**config.mk**
```make
export PLATFORM = sky130hd
export DESIGN_NAME = alu_issue_stage
export DESIGN_NICKNAME = d
export VERILOG_FILES = /design/src/rtl/alu_issue_stage.sv
export SDC_FILE = /design/constraint.sdc
export NUM_CORES = 1
export LEC_CHECK = 0
export ABC_CLOCK_PERIOD_IN_PS = 2400
export BUFFER_PORTS_ARGS = -buffer_cell sky130_fd_sc_hd__buf_2
export CAP_MARGIN = 25
export CORE_AREA = 2 2 171 173
export DETAILED_ROUTE_END_ITERATION = 8
export DIE_AREA = 0 0 173 175
export PLACE_DENSITY_LB_ADDON = 0.1
export SLEW_MARGIN = 10
export SYNTH_ARGS = -nofsm -noshare
export SYNTH_HDL_FRONTEND = slang
export SYNTH_SLANG_ARGS = --single-unit
```
**constraint.sdc**
```tcl
create_clock -name clk -period 2.4 [get_ports clk]
set_input_delay 0.24 -clock clk [delete_from_list [all_inputs] [get_ports clk]]
set_output_delay 0.24 -clock clk [all_outputs]
set_load 0.1 [all_outputs]
```
**src/rtl/alu_issue_stage.sv**
```systemverilog
// Issue stage that feeds an external combinational 64-bit ALU.
// It has two valid/ready stages: E (operands and ALU drive) and W (registered result).
module alu_issue_stage #(
  parameter int DATAPATH_WIDTH = 64,
  parameter int TAG_WIDTH      = 5,
  parameter int COUNT_WIDTH    = 32
) (
  input  logic                      clk,
  input  logic                      reset,
  input  logic                      in_valid,
  output logic                      in_ready,
  input  logic [3:0]                in_op,
  input  logic [DATAPATH_WIDTH-1:0] in_a,
  input  logic [DATAPATH_WIDTH-1:0] in_b,
  input  logic                      in_chain,
  input  logic [TAG_WIDTH-1:0]      in_tag,
  output logic [DATAPATH_WIDTH-1:0] alu_a_out,
  output logic [DATAPATH_WIDTH-1:0] alu_b_out,
  output logic [3:0]                alu_ctrl_out,
  input  logic [DATAPATH_WIDTH-1:0] alu_result_in,
  output logic                      out_valid,
  input  logic                      out_ready,
  output logic [DATAPATH_WIDTH-1:0] out_result,
  output logic [TAG_WIDTH-1:0]      out_tag,
  output logic                      out_err,
  output logic [COUNT_WIDTH-1:0]    op_count
);

  localparam logic [3:0] OP_MAX = 4'd4;

  function automatic logic op_illegal(input logic [3:0] op);
    return op > OP_MAX;
  endfunction

  logic                      e_valid_q, e_valid_d;
  logic [3:0]                e_op_q, e_op_d;
  logic [DATAPATH_WIDTH-1:0] e_a_q, e_a_d;
  logic [DATAPATH_WIDTH-1:0] e_b_q, e_b_d;
  logic                      e_chain_q, e_chain_d;
  logic [TAG_WIDTH-1:0]      e_tag_q, e_tag_d;

  logic                      out_valid_q, out_valid_d;
  logic [DATAPATH_WIDTH-1:0] out_result_q, out_result_d;
  logic [TAG_WIDTH-1:0]      out_tag_q, out_tag_d;
  logic                      out_err_q, out_err_d;
  logic [COUNT_WIDTH-1:0]    op_count_q, op_count_d;
  logic [DATAPATH_WIDTH-1:0] last_result_q, last_result_d;

  logic w_adv, e_adv, accept;

  always_comb begin
    w_adv    = !out_valid_q || out_ready;
    e_adv    = e_valid_q && w_adv;
    in_ready = !e_valid_q || e_adv;
    accept   = in_valid && in_ready;

    e_valid_d     = e_valid_q;
    e_op_d        = e_op_q;
    e_a_d         = e_a_q;
    e_b_d         = e_b_q;
    e_chain_d     = e_chain_q;
    e_tag_d       = e_tag_q;
    out_valid_d   = out_valid_q;
    out_result_d  = out_result_q;
    out_tag_d     = out_tag_q;
    out_err_d     = out_err_q;
    op_count_d    = op_count_q;
    last_result_d = last_result_q;

    // E stage: capture the request
    if (accept) begin
      e_valid_d = 1'b1;
      e_op_d    = in_op;
      e_a_d     = in_a;
      e_b_d     = in_b;
      e_chain_d = in_chain;
      e_tag_d   = in_tag;
    end else if (e_adv) begin
      e_valid_d = 1'b0;
    end

    // W stage: capture the ALU result; last_result is visible to a chained op entering E on this edge
    if (e_adv) begin
      out_valid_d   = 1'b1;
      out_result_d  = alu_result_in;
      out_tag_d     = e_tag_q;
      out_err_d     = op_illegal(e_op_q);
      last_result_d = alu_result_in;
    end else if (w_adv) begin
      out_valid_d = 1'b0;
    end

    if (out_valid_q && out_ready) begin
      op_count_d = op_count_q + 1'b1;
    end
  end

  always_ff @(posedge clk) begin
    if (reset) begin
      e_valid_q     <= 1'b0;
      e_op_q        <= '0;
      e_a_q         <= '0;
      e_b_q         <= '0;
      e_chain_q     <= 1'b0;
      e_tag_q       <= '0;
      out_valid_q   <= 1'b0;
      out_result_q  <= '0;
      out_tag_q     <= '0;
      out_err_q     <= 1'b0;
      op_count_q    <= '0;
      last_result_q <= '0;
    end else begin
      e_valid_q     <= e_valid_d;
      e_op_q        <= e_op_d;
      e_a_q         <= e_a_d;
      e_b_q         <= e_b_d;
      e_chain_q     <= e_chain_d;
      e_tag_q       <= e_tag_d;
      out_valid_q   <= out_valid_d;
      out_result_q  <= out_result_d;
      out_tag_q     <= out_tag_d;
      out_err_q     <= out_err_d;
      op_count_q    <= op_count_d;
      last_result_q <= last_result_d;
    end
  end

  assign alu_ctrl_out = e_op_q;
  assign alu_b_out    = e_b_q;
  assign alu_a_out    = e_chain_q ? last_result_q : e_a_q;
  assign out_valid    = out_valid_q;
  assign out_result   = out_result_q;
  assign out_tag      = out_tag_q;
  assign out_err      = out_err_q;
  assign op_count     = op_count_q;

endmodule
```
* Word-level counts from Yosys, hierarchy flattened
Index checks and enable logic that the tools add are counted.
** Word-level totals
- Flip-flop bits (word level) :: 242
- Bits of input ports :: 206
- Output and inout bits :: 236
- Logic and storage cells :: 27
** Cells by class
- Add/subtract/negate cells :: 1
- $lt $le $gt $ge :: 1
- Reductions and logical operators :: 9
- Multiplexer cells :: 5
** Operators with widths (number)
- two-way mux 64 bit :: 1
- adder 32 x 1 -> 32 bit (second input constant) :: 1
- greater-than comparator 4 x 3 -> 1 bit (second input constant) :: 1
- two-way mux 1 bit :: 4
- nonzero test 2 bit :: 2
- logical AND 1 bit :: 3
- zero test 1 bit :: 2
- logical OR 1 bit :: 2

* Longest topological paths before layout
- Word-level depth :: 6
- Depth in mapped cells :: 7
- Depth with buffers taken out :: 5

* Worst setup path after synthesis
Ideal clock, no wire load.
- Path type :: register to register
- From :: register out_valid_q, in the netlist out_valid
- To :: register e_op_q[1], in the netlist alu_ctrl_out[1]
- Clock period less this slack :: 3.268 ns
- Data required time :: 2.330 ns
- Path buffers :: 2
- Stages on the path, launching flop included :: 7
- Library setup time :: 0.070 ns
- Setup slack :: -0.868 ns
- Arrival :: 3.198 ns
- Path through :: dfxtp_1 -> nand3b_1 -> nand2_1 -> clkbuf_1 -> clkbuf_1 -> nand2_1 -> a21oi_1
** On the way
- Longest elaborated chain between the ends :: 5
** RTL lines
- from (decl) :: RTL line 42 : logic out_valid_q, out_valid_d;
- from (signal assigned) :: RTL line 119 : out_valid_q <= out_valid_d;
- zero test 1 bit :: RTL line 52 : w_adv = !out_valid_q || out_ready;
- logical OR 1 bit :: RTL line 52
- logical AND 1 bit :: RTL line 53 : e_adv = e_valid_q && w_adv;
- logical OR 1 bit :: RTL line 54 : in_ready = !e_valid_q || e_adv;
- named net in_ready :: RTL line 11 : output logic in_ready,
- logical AND 1 bit :: RTL line 55 : accept = in_valid && in_ready;
- to (signal assigned) :: RTL line 114 : e_op_q <= e_op_d;
- to (decl) :: RTL line 36 : logic [3:0] e_op_q, e_op_d;
The timed path passes the listed nets, and every way through them passes these cells.
A chain may end at the register's enable or synchronous reset.

* Worst setup path after layout
- From :: register e_chain_q
- To :: output port alu_a_out[18]
** On the way
- Longest elaborated chain between the ends :: 1
** RTL lines
- from (decl) :: RTL line 39 : logic e_chain_q, e_chain_d;
- from (signal assigned) :: RTL line 117 : e_chain_q <= e_chain_d;
- two-way mux 64 bit :: RTL line 130 : assign alu_a_out = e_chain_q ? last_result_q : e_a_q;
- to (decl) :: RTL line 17 : output logic [DATAPATH_WIDTH-1:0] alu_a_out,
Every way passes these cells.

==> run metrics <==
status complete, no violations; mapped cell area 9450 µm²; initial antenna violation count 1; reg2reg path depth 5; CP required 2.16 ns; FILL cells 2,787; PortBufs 441; post-route setup slack 0.152 ns; top-area cell type share of the netlist area between 50% and 60%; via count 10,221; Arr. time, crit path 2.01 ns; DP Worst Slack between 0.4 and 0.5 ns; GP Congestion 0.834; Die Area 30,300 µm²; Residual DRC 0; Clock Skew 0.00862 ns; largest fanout on the critical path 36; Worst Hold Depth 3; Worst IR Drop VDD about 700 µV; Core Area 28,400 µm²; CTS tree yes; Final Max Tran Viols 0; count leader, synth nand2_1; Routed Antenna Nets 0; top cells by count, synth nand2_1, dfxtp_1, a21oi_1; Yosys top cell by area dfxtp_1; Crit. Startpoint e_chain_q$_SDFFE_PP0P_; DP HPWL around 24,000 µm; worst r2r src op_count[0]$_SDFFE_PP0P_; Total Power 11.1 mW; Root Driver clkbuf_16; H-tree Lvls 1; dominant synthesized flop cell dfxtp_1; Yosys cell types 34; pwr dens between 700 and 800 nW/µm²; area delta synth->final 58.7%; Critical R2R Capture op_count[20]$_SDFFE_PP0P_; Die W 173 µm; 1st-iter DRT viols 621; clk_lat worst skew 0.53 ns; Post-Route WL roughly 35,000 µm; Post-CTS Resized 0; CP Capture Type output pin; GRT overflow 0; Nets 1,981; Avg Cell Area, Syn 8.11 µm²; Synth area leaders dfxtp_1, nand2_1, a21oi_1; CTS clk-pin slew, worst paths ~0.060 ns; Final Util 52.8%; Rel. slew slack 54.9%; Final Hold Fails 0; Mapped Cells 1,165; Starting Density roughly 33%; r2r setup slk 0.44 ns; Synth Register Bits 242; Num Clock Sinks 242; final setup violation count 0; share of layout cells above drive strength 1 32.7%; CP Capture Point alu_a_out[18]; post-synthesis net count between 1,000 and 1,500; CTS Buffer Depth 3; placement row count 62; first-pass GRT wire length between 50,000 and 60,000 µm; worst setup path class reg2out; fin crit share between 90% and 100%; max-cap violations 0; Post-synth EDFFs 0; fin cells ~2,200; I/O Pins 442; largest net degree at the start of global routing 82; Leakage Power between 6 and 7 nW; total CTS buffers 27; dpl cells ~1,900; yosys warns 0; Die H 175 µm; hold slack around 0.035 ns; First-pass DRT Iterations 8; part of the Yosys area used for sequential elements 51.3%; Total GRT Usage 21.6%; vias in the first global route 9,684; startpoint types register; wire per inst approximately 16 µm; fmax 0.445 GHz; fin crit period 2.25 ns; slew of the pin with the lowest slew margin 0.677 ns; vias per std cell around 4.7; unrepaired setup endpoints after global routing false; Async S/R FF share, synth 0%; worst hold path type in2reg
-- through the flow --
step	cell area [µm²]	setup TNS, ns
after detailed placement	12100	0
after global routing	15000	0
after CTS	15000	0
final	15000	0
after floorplan	9620	-2.57
after global placement	12100	0
-- report_power, final --
group	switching [mW]	total, mW	internal [mW]
sequential	0.122	4.33	4.21
clock	1.67	4.07	2.40
combinational	1.97	2.66	0.684
total	3.76	11.1	7.29
-- state kept, by name (all words and copies together), names as in the netlist --
signal / cells
alu_b_out: 64
e_valid_q: 1
last_result_q: 64
out_tag: 5
out_valid: 1
out_err: 1
op_count: 32
e_chain_q: 1
e_tag_q: 5
e_a_q: 64
alu_ctrl_out: 4
-- cells in the final DEF (no fill, tap or decap), types with 2 or more instances in the layout --
| master | count |
|---|---|
| nand3_1 | 11 |
| and3_1 | 2 |
| buf_6 | 2 |
| dfxtp_1 | 232 |
| dlygate4sd3_1 | 202 |
| xnor2_1 | 6 |
| or4_1 | 14 |
| and4_1 | 6 |
| buf_2 | 440 |
| o31ai_1 | 15 |
| clkinv_2 | 5 |
| clkbuf_1 | 8 |
| nand4_1 | 8 |
| mux2_2 | 65 |
| xor2_1 | 6 |
| o21ai_0 | 2 |
| clkbuf_16 | 28 |
| nor2_1 | 14 |
| dfxtp_4 | 2 |
| or3_1 | 2 |
| a21oi_1 | 228 |
| clkbuf_8 | 5 |
| buf_12 | 8 |
| buf_4 | 13 |
| nand2_1 | 428 |
| nor4_1 | 4 |
| inv_1 | 6 |
| dfxtp_2 | 8 |
| nor3_1 | 5 |
-- worst max-delay path, cell delays in order, from the launching register on --
cell and delay (ns):
dfxtp_4 0.49, buf_12 0.28, mux2_2 0.38, buf_2 0.30
-- layer usage --
layer  vias to the layer above  part of all wire [%]  global-route usage (%)
met5                         -                     0                       0
met4                         0                   2.9                    6.92
met3                        62                   6.5                    4.61
met2                       346                    48                    37.1
met1                      4694                    43                    27.2
li1                       5119                     -                       -
-- layout make-up --
type / instances / area (µm²) / share of cell area, %
diodes: 1 / 2.50 / 0.0167
well taps: 384 / 480 / 3.20
repair buffers: 665 / 4500 / 30.0
multi-input cells: 832 / 4250 / 28.4
inverters: 6 / 22.5 / 0.150
clock inverters: 8 / 70.1 / 0.467
flip-flops and latches: 242 / 4860 / 32.4
clock buffers: 41 / 800 / 5.33
-- timing repair --
action | 4_1_cts | 5_1_grt
hold buffers | 202 | 0
endpoints found under the hold margin | 202 | 0
endpoints found under the setup margin | 0 | 3
setup buffers | 0 | 1
-- logic make-up (layout without fill, tap and decap cells) --
kind of cell,count (synthesis),count (layout),share of synthesized area [%]
XOR/XNOR,12,12,1.11
other,0,1,0
flip-flops,242,242,51.3
multiplexers,65,65,7.75
AND/OR/NAND/NOR,507,507,22.3
AO/OA/AOI/OAI,247,247,13.6
adder cells (fa/ha/maj),1,1,0.132
buffers and inverters,91,720,3.85
-- how the worst min path moves through the flow --
stage,from,end
2_1_floorplan,in_valid,e_valid_q$_SDFFE_PP0P_
3_3_place_gp,alu_b_out[7]$_SDFFE_PP0P_,alu_b_out[7]$_SDFFE_PP0P_
3_5_place_dp,e_a_q[41]$_SDFFE_PP0P_,e_a_q[41]$_SDFFE_PP0P_
4_1_cts,in_b[28],alu_b_out[28]$_SDFFE_PP0P_
5_1_grt,in_b[28],alu_b_out[28]$_SDFFE_PP0P_
6_report,in_b[28],alu_b_out[28]$_SDFFE_PP0P_
Power figures use the tool's default switching activity.
